[src/rtl/hja_dbg_input_ctrl_if.sv]
// Single-step request handshake between the board-input front end (master)
// and the CPU clock controller (slave).
interface hja_dbg_input_ctrl_if;
  logic        step_valid;
  logic        step_ack;
  logic [15:0] step_count;
  logic        step_dropped;

  modport master (
    output step_valid,
    output step_count,
    output step_dropped,
    input  step_ack
  );

  modport slave (
    input  step_valid,
    input  step_count,
    input  step_dropped,
    output step_ack
  );
endinterface

[src/rtl/hja_dbg_input_ctrl.sv]
// Board-input front end: sync + debounce of DIP switches and STEP, LED page select,
// STEP valid/ack request. Define HJA_DBG_AUTOREPEAT_EN to enable STEP auto-repeat.
module hja_dbg_input_ctrl #(
  parameter int unsigned TICK_DIV     = 50000,
  parameter int unsigned DB_SAMPLES   = 4,
  parameter int unsigned REPEAT_DELAY = 500,
  parameter int unsigned REPEAT_RATE  = 100
) (
  input  logic                 clk,
  input  logic                 rst,
  input  logic [15:0]          sw_raw,
  input  logic                 btn_step_raw,
  output logic [15:0]          sw_db,
  output logic [7:0]           led_sel,
  output logic                 sel_changed,
  hja_dbg_input_ctrl_if.master step
);

  localparam int unsigned PW = $clog2(TICK_DIV);
  localparam int unsigned NB = 17;

  logic [PW-1:0] pre_q;
  logic          tick;
  logic [NB-1:0] sync1_q, sync2_q, db_q;
  logic [3:0]    db_cnt [NB];
  logic          step_db, step_db_q, press;
  logic          valid_q, dropped_q, req_any;
  logic [15:0]   cnt_q;

  assign tick = (pre_q == PW'(TICK_DIV - 1));

  always_ff @(posedge clk or posedge rst) begin
    if (rst) pre_q <= '0;
    else     pre_q <= tick ? '0 : pre_q + PW'(1);
  end

  // Bit 16 carries STEP so it shares the switch debounce path
  always_ff @(posedge clk or posedge rst) begin
    if (rst) begin
      sync1_q <= '0;
      sync2_q <= '0;
    end else begin
      sync1_q <= {btn_step_raw, sw_raw};
      sync2_q <= sync1_q;
    end
  end

  always_ff @(posedge clk or posedge rst) begin
    if (rst) begin
      db_q <= '0;
      for (int unsigned i = 0; i < NB; i++) db_cnt[i] <= '0;
    end else if (tick) begin
      for (int unsigned i = 0; i < NB; i++) begin
        if (sync2_q[i] == db_q[i]) begin
          db_cnt[i] <= '0;
        end else if (db_cnt[i] == 4'(DB_SAMPLES - 1)) begin
          db_q[i]   <= sync2_q[i];
          db_cnt[i] <= '0;
        end else begin
          db_cnt[i] <= db_cnt[i] + 4'd1;
        end
      end
    end
  end

  assign sw_db   = db_q[15:0];
  assign step_db = db_q[16];

  always_ff @(posedge clk or posedge rst) begin
    if (rst) begin
      led_sel     <= '0;
      sel_changed <= 1'b0;
      step_db_q   <= 1'b0;
    end else begin
      led_sel     <= db_q[15:8];
      sel_changed <= (db_q[15:8] != led_sel);
      step_db_q   <= step_db;
    end
  end

  assign press = step_db & ~step_db_q;

`ifdef HJA_DBG_AUTOREPEAT_EN
  localparam int unsigned RMAX = (REPEAT_DELAY > REPEAT_RATE) ? REPEAT_DELAY : REPEAT_RATE;
  localparam int unsigned RW   = $clog2(RMAX + 1);

  typedef enum logic [1:0] {B_IDLE, B_HELD, B_REPEAT} bstate_t;
  bstate_t       b_state, b_next;
  logic [RW-1:0] rep_cnt_q, rep_cnt_next;
  logic          rep_req;

  always_ff @(posedge clk or posedge rst) begin
    if (rst) begin
      b_state   <= B_IDLE;
      rep_cnt_q <= '0;
    end else begin
      b_state   <= b_next;
      rep_cnt_q <= rep_cnt_next;
    end
  end

  always_comb begin
    b_next       = b_state;
    rep_cnt_next = rep_cnt_q;
    rep_req      = 1'b0;
    case (b_state)
      B_IDLE: begin
        rep_cnt_next = '0;
        if (press) b_next = B_HELD;
      end
      B_HELD, B_REPEAT: begin
        if (!step_db) begin
          b_next       = B_IDLE;
          rep_cnt_next = '0;
        end else if (tick) begin
          if ((b_state == B_HELD   && rep_cnt_q == RW'(REPEAT_DELAY - 1)) ||
              (b_state == B_REPEAT && rep_cnt_q == RW'(REPEAT_RATE - 1))) begin
            b_next       = B_REPEAT;
            rep_req      = 1'b1;
            rep_cnt_next = '0;
          end else begin
            rep_cnt_next = rep_cnt_q + RW'(1);
          end
        end
      end
      default: b_next = B_IDLE;
    endcase
  end

  assign req_any = press | rep_req;
`else
  typedef enum logic {B_IDLE, B_HELD} bstate_t;
  bstate_t b_state, b_next;
  logic    unused_repeat_cfg;

  assign unused_repeat_cfg = (REPEAT_DELAY != 0) ^ (REPEAT_RATE != 0);

  always_ff @(posedge clk or posedge rst) begin
    if (rst) b_state <= B_IDLE;
    else     b_state <= b_next;
  end

  // B_HELD only waits for release, so a press yields exactly one request
  always_comb begin
    b_next = b_state;
    case (b_state)
      B_IDLE:  if (press)    b_next = B_HELD;
      B_HELD:  if (!step_db) b_next = B_IDLE;
      default: b_next = B_IDLE;
    endcase
  end

  assign req_any = press;
`endif

  // An ack completing on the same edge as a new request re-raises valid; only
  // real presses (not repeats) against a pending request count as dropped
  always_ff @(posedge clk or posedge rst) begin
    if (rst) begin
      valid_q   <= 1'b0;
      dropped_q <= 1'b0;
      cnt_q     <= '0;
    end else if (valid_q && step.step_ack) begin
      cnt_q   <= cnt_q + 16'd1;
      valid_q <= req_any;
    end else if (req_any) begin
      if (!valid_q)   valid_q   <= 1'b1;
      else if (press) dropped_q <= 1'b1;
    end
  end

  assign step.step_valid   = valid_q;
  assign step.step_dropped = dropped_q;
  assign step.step_count   = cnt_q;

endmodule
[src/flat_wrapper.sv]
// flat-port wrapper written by rule: the top's interface ports become plain ports
module hja_dbg_input_ctrl_flat 
#(
  parameter int unsigned TICK_DIV     = 50000,
  parameter int unsigned DB_SAMPLES   = 4,
  parameter int unsigned REPEAT_DELAY = 500,
  parameter int unsigned REPEAT_RATE  = 100
)
  (clk, rst, sw_raw, btn_step_raw, sw_db, led_sel, sel_changed, step_step_valid, step_step_count, step_step_dropped, step_step_ack);
  hja_dbg_input_ctrl_if step_i ();
  input  logic clk;
  input  logic rst;
  input  logic [15:0] sw_raw;
  input  logic btn_step_raw;
  output logic [15:0] sw_db;
  output logic [7:0] led_sel;
  output logic sel_changed;
  output wire logic [$bits(step_i.step_valid)-1:0] step_step_valid;
  output wire logic [$bits(step_i.step_count)-1:0] step_step_count;
  output wire logic [$bits(step_i.step_dropped)-1:0] step_step_dropped;
  input wire logic [$bits(step_i.step_ack)-1:0] step_step_ack;
  assign step_step_valid = step_i.step_valid;
  assign step_step_count = step_i.step_count;
  assign step_step_dropped = step_i.step_dropped;
  assign step_i.step_ack = step_step_ack;
  hja_dbg_input_ctrl #(.TICK_DIV(TICK_DIV), .DB_SAMPLES(DB_SAMPLES), .REPEAT_DELAY(REPEAT_DELAY), .REPEAT_RATE(REPEAT_RATE)) u_core (.clk(clk), .rst(rst), .sw_raw(sw_raw), .btn_step_raw(btn_step_raw), .sw_db(sw_db), .led_sel(led_sel), .sel_changed(sel_changed), .step(step_i));
endmodule
[config.mk]
export PLATFORM = sky130hd
export DESIGN_NAME = hja_dbg_input_ctrl_flat
export DESIGN_NICKNAME = d
export VERILOG_FILES = /design/src/rtl/hja_dbg_input_ctrl_if.sv /design/src/rtl/hja_dbg_input_ctrl.sv /design/src/flat_wrapper.sv
export SDC_FILE = /design/constraint.sdc
export NUM_CORES = 1
export LEC_CHECK = 0
export CAP_MARGIN = 20
export CORE_MARGIN = 4
export CORE_UTILIZATION = 33
export DETAILED_ROUTE_END_ITERATION = 16
export PLACE_DENSITY_LB_ADDON = 0.1
export REMOVE_ABC_BUFFERS = 1
export SLEW_MARGIN = 40
export SYNTH_ARGS = -nofsm -noshare
export SYNTH_HDL_FRONTEND = slang
export SYNTH_SLANG_ARGS = --single-unit
[constraint.sdc]
create_clock -name clk -period 10 [get_ports clk]
set_input_delay 3 -clock clk [delete_from_list [all_inputs] [get_ports clk]]
set_output_delay 3 -clock clk [all_outputs]
set_load 0.005 [all_outputs]
-- After elaboration in Yosys (flattened, before gate mapping)
Index checks and enable logic that the tools add are counted.
- reductions and logical operators: 20
- multiplexer cells: 37
- add/subtract/negate cells: 19
- equality and inequality tests: 36
- bitwise logic cells: 20
- operator list (cell ; number):
    $mux 4 ; 34
    $add 4x1->4 const B ; 17
    $eq 4x2->1 const B ; 17
    $reduce_and 3->1 ; 18
    $add 16x1->16 const B ; 2
    $not 1->1 ; 19
    $eq 1x1->1 ; 17
    $eq 16x16->1 const B ; 1
    $mux 16 ; 1
    $ne 8x8->1 ; 1
    $mux 1 ; 2
    $reduce_bool 2->1 ; 1
    $and 1x1->1 ; 1
    $logic_and 1x1->1 ; 1
- output and inout port bits: 43
- input port bits: 20
- register bits: 163
- logic and storage cells: 175

-- Logic depth before layout (Yosys ltp)
- word-level depth: 4
- depth in mapped cells: 7
- depth with buffers taken out: 5

-- Worst setup path after synthesis
No wires, ideal clock.
- path kind: input to register
- start: input step_step_ack
- end: register u_core.cnt_q[7] (netlist: u_core.step.step_count[7])
- cell stages on the path: 4
- required time: 9.921 ns
- setup time: 0.079 ns
- data arrival time: 3.679 ns
- buffers on the path: 0
- path slack: 6.242 ns
- cells stage by stage: nand4_1 -> nor2_1 -> and3_1 -> xor2_1
- longest elaborated chain between the ends: 1
- RTL lines (element ; RTL line ; text):
    start: declaration ; flat_wrapper.sv:21 ; input wire logic [$bits(step_i.step_ack)-1:0] step_step_ack;
    $logic_and 1x1->1 ; hja_dbg_input_ctrl.sv:163 ; end else if (valid_q && step.step_ack) begin
    end signal: assignment ; hja_dbg_input_ctrl.sv:164 ; cnt_q <= cnt_q + 16'd1;
    end: declaration ; hja_dbg_input_ctrl.sv:28 ; logic [15:0] cnt_q;
No other way between the ends.
A chain may end at the register's enable or synchronous reset.

-- Worst setup path after layout
- start: register u_core.db_q[11]
- end: output sw_db[11]
- RTL lines (element ; RTL line ; text):
    start: declaration ; hja_dbg_input_ctrl.sv:24 ; logic [NB-1:0] sync1_q, sync2_q, db_q;
    start signal: indexed assignment ; hja_dbg_input_ctrl.sv:57 ; db_q[i] <= sync2_q[i];
    end: declaration ; flat_wrapper.sv:15 ; output logic [15:0] sw_db;
No word-level cell between the ends.

==> run_results.csv <==
group,metric,value,unit
logic_synthesis,synth_top_family_by_area,"simple AND/OR/NAND/NOR gates",
timing,setup_tns,0,ns
final_layout,antenna_cells,0,
floorplan,fp.dieArea,23900,µm²
final_layout,final_cell_mix,"163 x dfrtp_1, 95 x nand2_1, 62 x clkdlybuf4s50_1",
final_layout,post-route-util,0.400,
timing,finalMaxSlewViolations,0,
timing,hold_violations,0,
floorplan,fp.coreArea,21100,µm²
global_routing,grt_overflow,0,
logic_synthesis,synth_cell_types,37,
hold_path,hp-start,"u_core.sync1_q[11]",
drt,drtAntennaViolNets,0,
setup_path,reg2regPathDepth,5,
final_layout,multi_input_area,2760,µm²
final_layout,nNetsFinal,723,
drt,wl_per_cell,13.7,µm
final_layout,final.fill_count,2064,
setup_path,worstPathMaxFanout,5,
clocking,cts.repair.resized,0,
timing,setup_viol,0,
place,place_hpwl,8.69,mm
drt,drtIter0Drc,225,
setup_path,slowest_stage,"clkdlybuf4s50_1",
clocking,cts.path.max_buffers,2,
logic_synthesis,synthMuxAreaShare,0.0284,
place,gp_congestion,0.682,
flow_run,drv_cap,0,
floorplan,rows,53,
logic_synthesis,ys_seq_elements,163,
clocking,cts_tree,"built",
logic_synthesis,yosysWarnings,0,
drt,wl_met2,6.27,mm
logic_synthesis,synth_xor_xnor_area_share,0.0631,
setup_path,cp.required,7.00,ns
logic_synthesis,yosysSeqAreaShare,0.576,
global_routing,grt_pass1_wl,23.3,mm
clocking,cts_max_level,4,
drt,wl_met1,6.30,mm
clocking,cts_hold_buf,0,
setup_path,reg2reg_from,"u_core.pre_q[5]",
hold_path,hold_end,"u_core.sync2_q[11]",
global_routing,grt_start_max_net_pins,110,
floorplan,die_y,155,µm
logic_synthesis,synthCells,629,
setup_path,cp.arrival,1.45,ns
timing,relSlewSlack,0.543,
setup_path,criticalPathCategory,"flop to primary output",
clocking,cts.sinks,163,
drt,wirelength,13.3,mm
place,io_buffer_count,62,
floorplan,die_w,155,µm
timing,tightest_slew,0.685,ns
timing,rsz0062_at_grt,"false",
setup_path,cp-start-kind,"flop",
final_layout,final_common_cell,"dfrtp_1",
drt,wl_met3,561,µm
logic_synthesis,syn_avg_cell_area,11.3,µm²
final_layout,syn2layout_area_growth,19.1,%
power,pwr_density_cell,157,nW/µm²
setup_path,r2r_end,"u_core.db_cnt[51]",
place,dp_slack,5.13,ns
global_routing,antenna_found_initial,0,
floorplan,start_util,0.336,
timing,fmax,224,MHz
drt,drc_errors,0,
hold_path,hold_class,"flop to flop",
global_routing,grt_usage,0.119,
clocking,clkTransAtPathRegs,0.06,ns
logic_synthesis,synth_fa_ha_area_frac,0.0336,
drt,top_layer,"met4",
status,status,"complete, no violations",
clocking,postCtsSetupBuffers,0,
hold_path,min_path_cells,0,
logic_synthesis,synth_compound_area_frac,0.0790,
timing,finClkSkew,0.00882,ns
timing,finalCritPeriodShare,0.445,
drt,dr_total_vias,4700,
clocking,clkLatencyLatePin,0.42,ns
setup_path,cpPeakStageDelay,0.56,ns
setup_path,critPathBufInv,1,
clocking,cts_made_buffers,17,
setup_path,r2r_setup_slack,7.66,ns
final_layout,regArea,4080,µm²
clocking,root_buffer,"clkbuf_16",
drt,viasPerCell,4.84,
global_routing,grt_pass1_vias,4887,
setup_path,cp_top_family,"buffers and inverters",
power,p_leak,3.90,nW
setup_path,path_cells,"clkdlybuf4s50_1",
logic_synthesis,syn-cell-area,7080,µm²
setup_path,end_kind,"primary output",
logic_synthesis,synth_simple_gate_area_frac,0.186,
timing,min_period,4.45,ns
floorplan,io_pins,63,
timing,fin_ws,5.55,ns
final_layout,drive_gt1_frac,0.0675,
drt,first_pass_iters,4,
power,ir_drop,0.112,mV
registers in the layout, summed over array words and instances (netlist names):
name,cells
u_core.db_cnt,68
u_core.db_q,17
u_core.sync1_q,17
u_core.sync2_q,17
u_core.pre_q,16
u_core.step.step_count,16
u_core.led_sel,8
u_core.sel_changed,1
u_core.step.step_dropped,1
u_core.step.step_valid,1
u_core.step_db_q,1
metal layers:
| layer | track usage | vias to the layer above |
|---|---|---|
| li1 | - | 2290 |
| met1 | 0.153 | 2329 |
| met2 | 0.192 | 67 |
| met3 | 0.0372 | 14 |
| met4 | 0.0391 | 0 |
| met5 | 0 | - |
through the flow:
stage	instances	area, µm²	total power [mW]	hold slack [ns]
2_1_floorplan	599	6860	0.703	0.331
3_3_place_gp	939	7850	0.721	0.333
3_5_place_dp	939	7860	0.723	0.336
4_1_cts	970	8410	1.35	0.351
5_1_grt	971	8440	1.39	0.355
6_report	971	8440	1.32	0.348
layout make-up:
class	count	share of cell area
Clock buffer	23	0.0566
Tap cell	275	0.0408
Clock inverter	8	0.00934
Sequential cell	163	0.483
Timing Repair Buffer	66	0.0786
Multi-Input combinational cell	430	0.327
Inverter	6	0.00415
cell families (layout without fill, tap and decap cells):
group / after synthesis / after routing
buf+inv: 36 / 103
compound gates: 93 / 93
fa+ha+maj: 19 / 19
xor+xnor: 51 / 51
mux: 18 / 18
simple gates: 249 / 249
flops: 163 / 163
where the power goes:
group / internal [mW] / total (mW) / switching (mW)
clock: 0.360 / 0.615 / 0.255
sequential: 0.668 / 0.673 / 0.00493
combinational: 0.0149 / 0.0356 / 0.0207
total: 1.04 / 1.32 / 0.280
synthesized netlist by cell type:
master	number	area share
dfrtp_1	163	0.58
nand2_1	95	0.050
o21ai_1	51	0.036
nand3_1	45	0.032
xor2_1	38	0.047
o31ai_1	34	0.036
ha_1	19	0.034
and2_1	18	0.016
nand3b_1	17	0.018
nor2b_1	17	0.015
nor3b_1	17	0.018
buf_4	16	0.017
nor2_1	13	0.0069
xnor2_1	13	0.016
buf_2	9	0.0064
mux2_1	9	0.014
mux2_2	8	0.013
and3_1	6	0.0053
inv_1	6	0.0032
buf_6	5	0.0079
nand4_1	4	0.0035
nor4_1	4	0.0035
a21oi_1	3	0.0021
and4_1	2	0.0025
nor3_1	2	0.0014
o21ai_0	2	0.0014
or3_1	2	0.0018
or4b_4	2	0.0039
a31o_2	1	0.0012
mux2i_1	1	0.0014
nand4b_1	1	0.0012
nor4_4	1	0.0030
o22ai_1	1	0.00088
o41ai_1	1	0.0012
or2_2	1	0.00088
or4_1	1	0.0011
or4_4	1	0.0016
worst max path at each step:
| stage | startpoint | end | slack, ns | depth (start not counted) |
|---|---|---|---|---|
| 2_1_floorplan | rst | u_core.db_cnt[0] | 2.60 | 1 |
| 3_3_place_gp | rst | u_core.led_sel[1] | 5.00 | 3 |
| 3_5_place_dp | rst | u_core.db_cnt[30] | 5.13 | 3 |
| 4_1_cts | u_core.db_q[11] | sw_db[11] | 5.51 | 1 |
| 5_1_grt | u_core.db_q[11] | sw_db[11] | 5.46 | 1 |
| 6_report | u_core.db_q[11] | sw_db[11] | 5.55 | 1 |
Power figures use the tool's default switching activity.
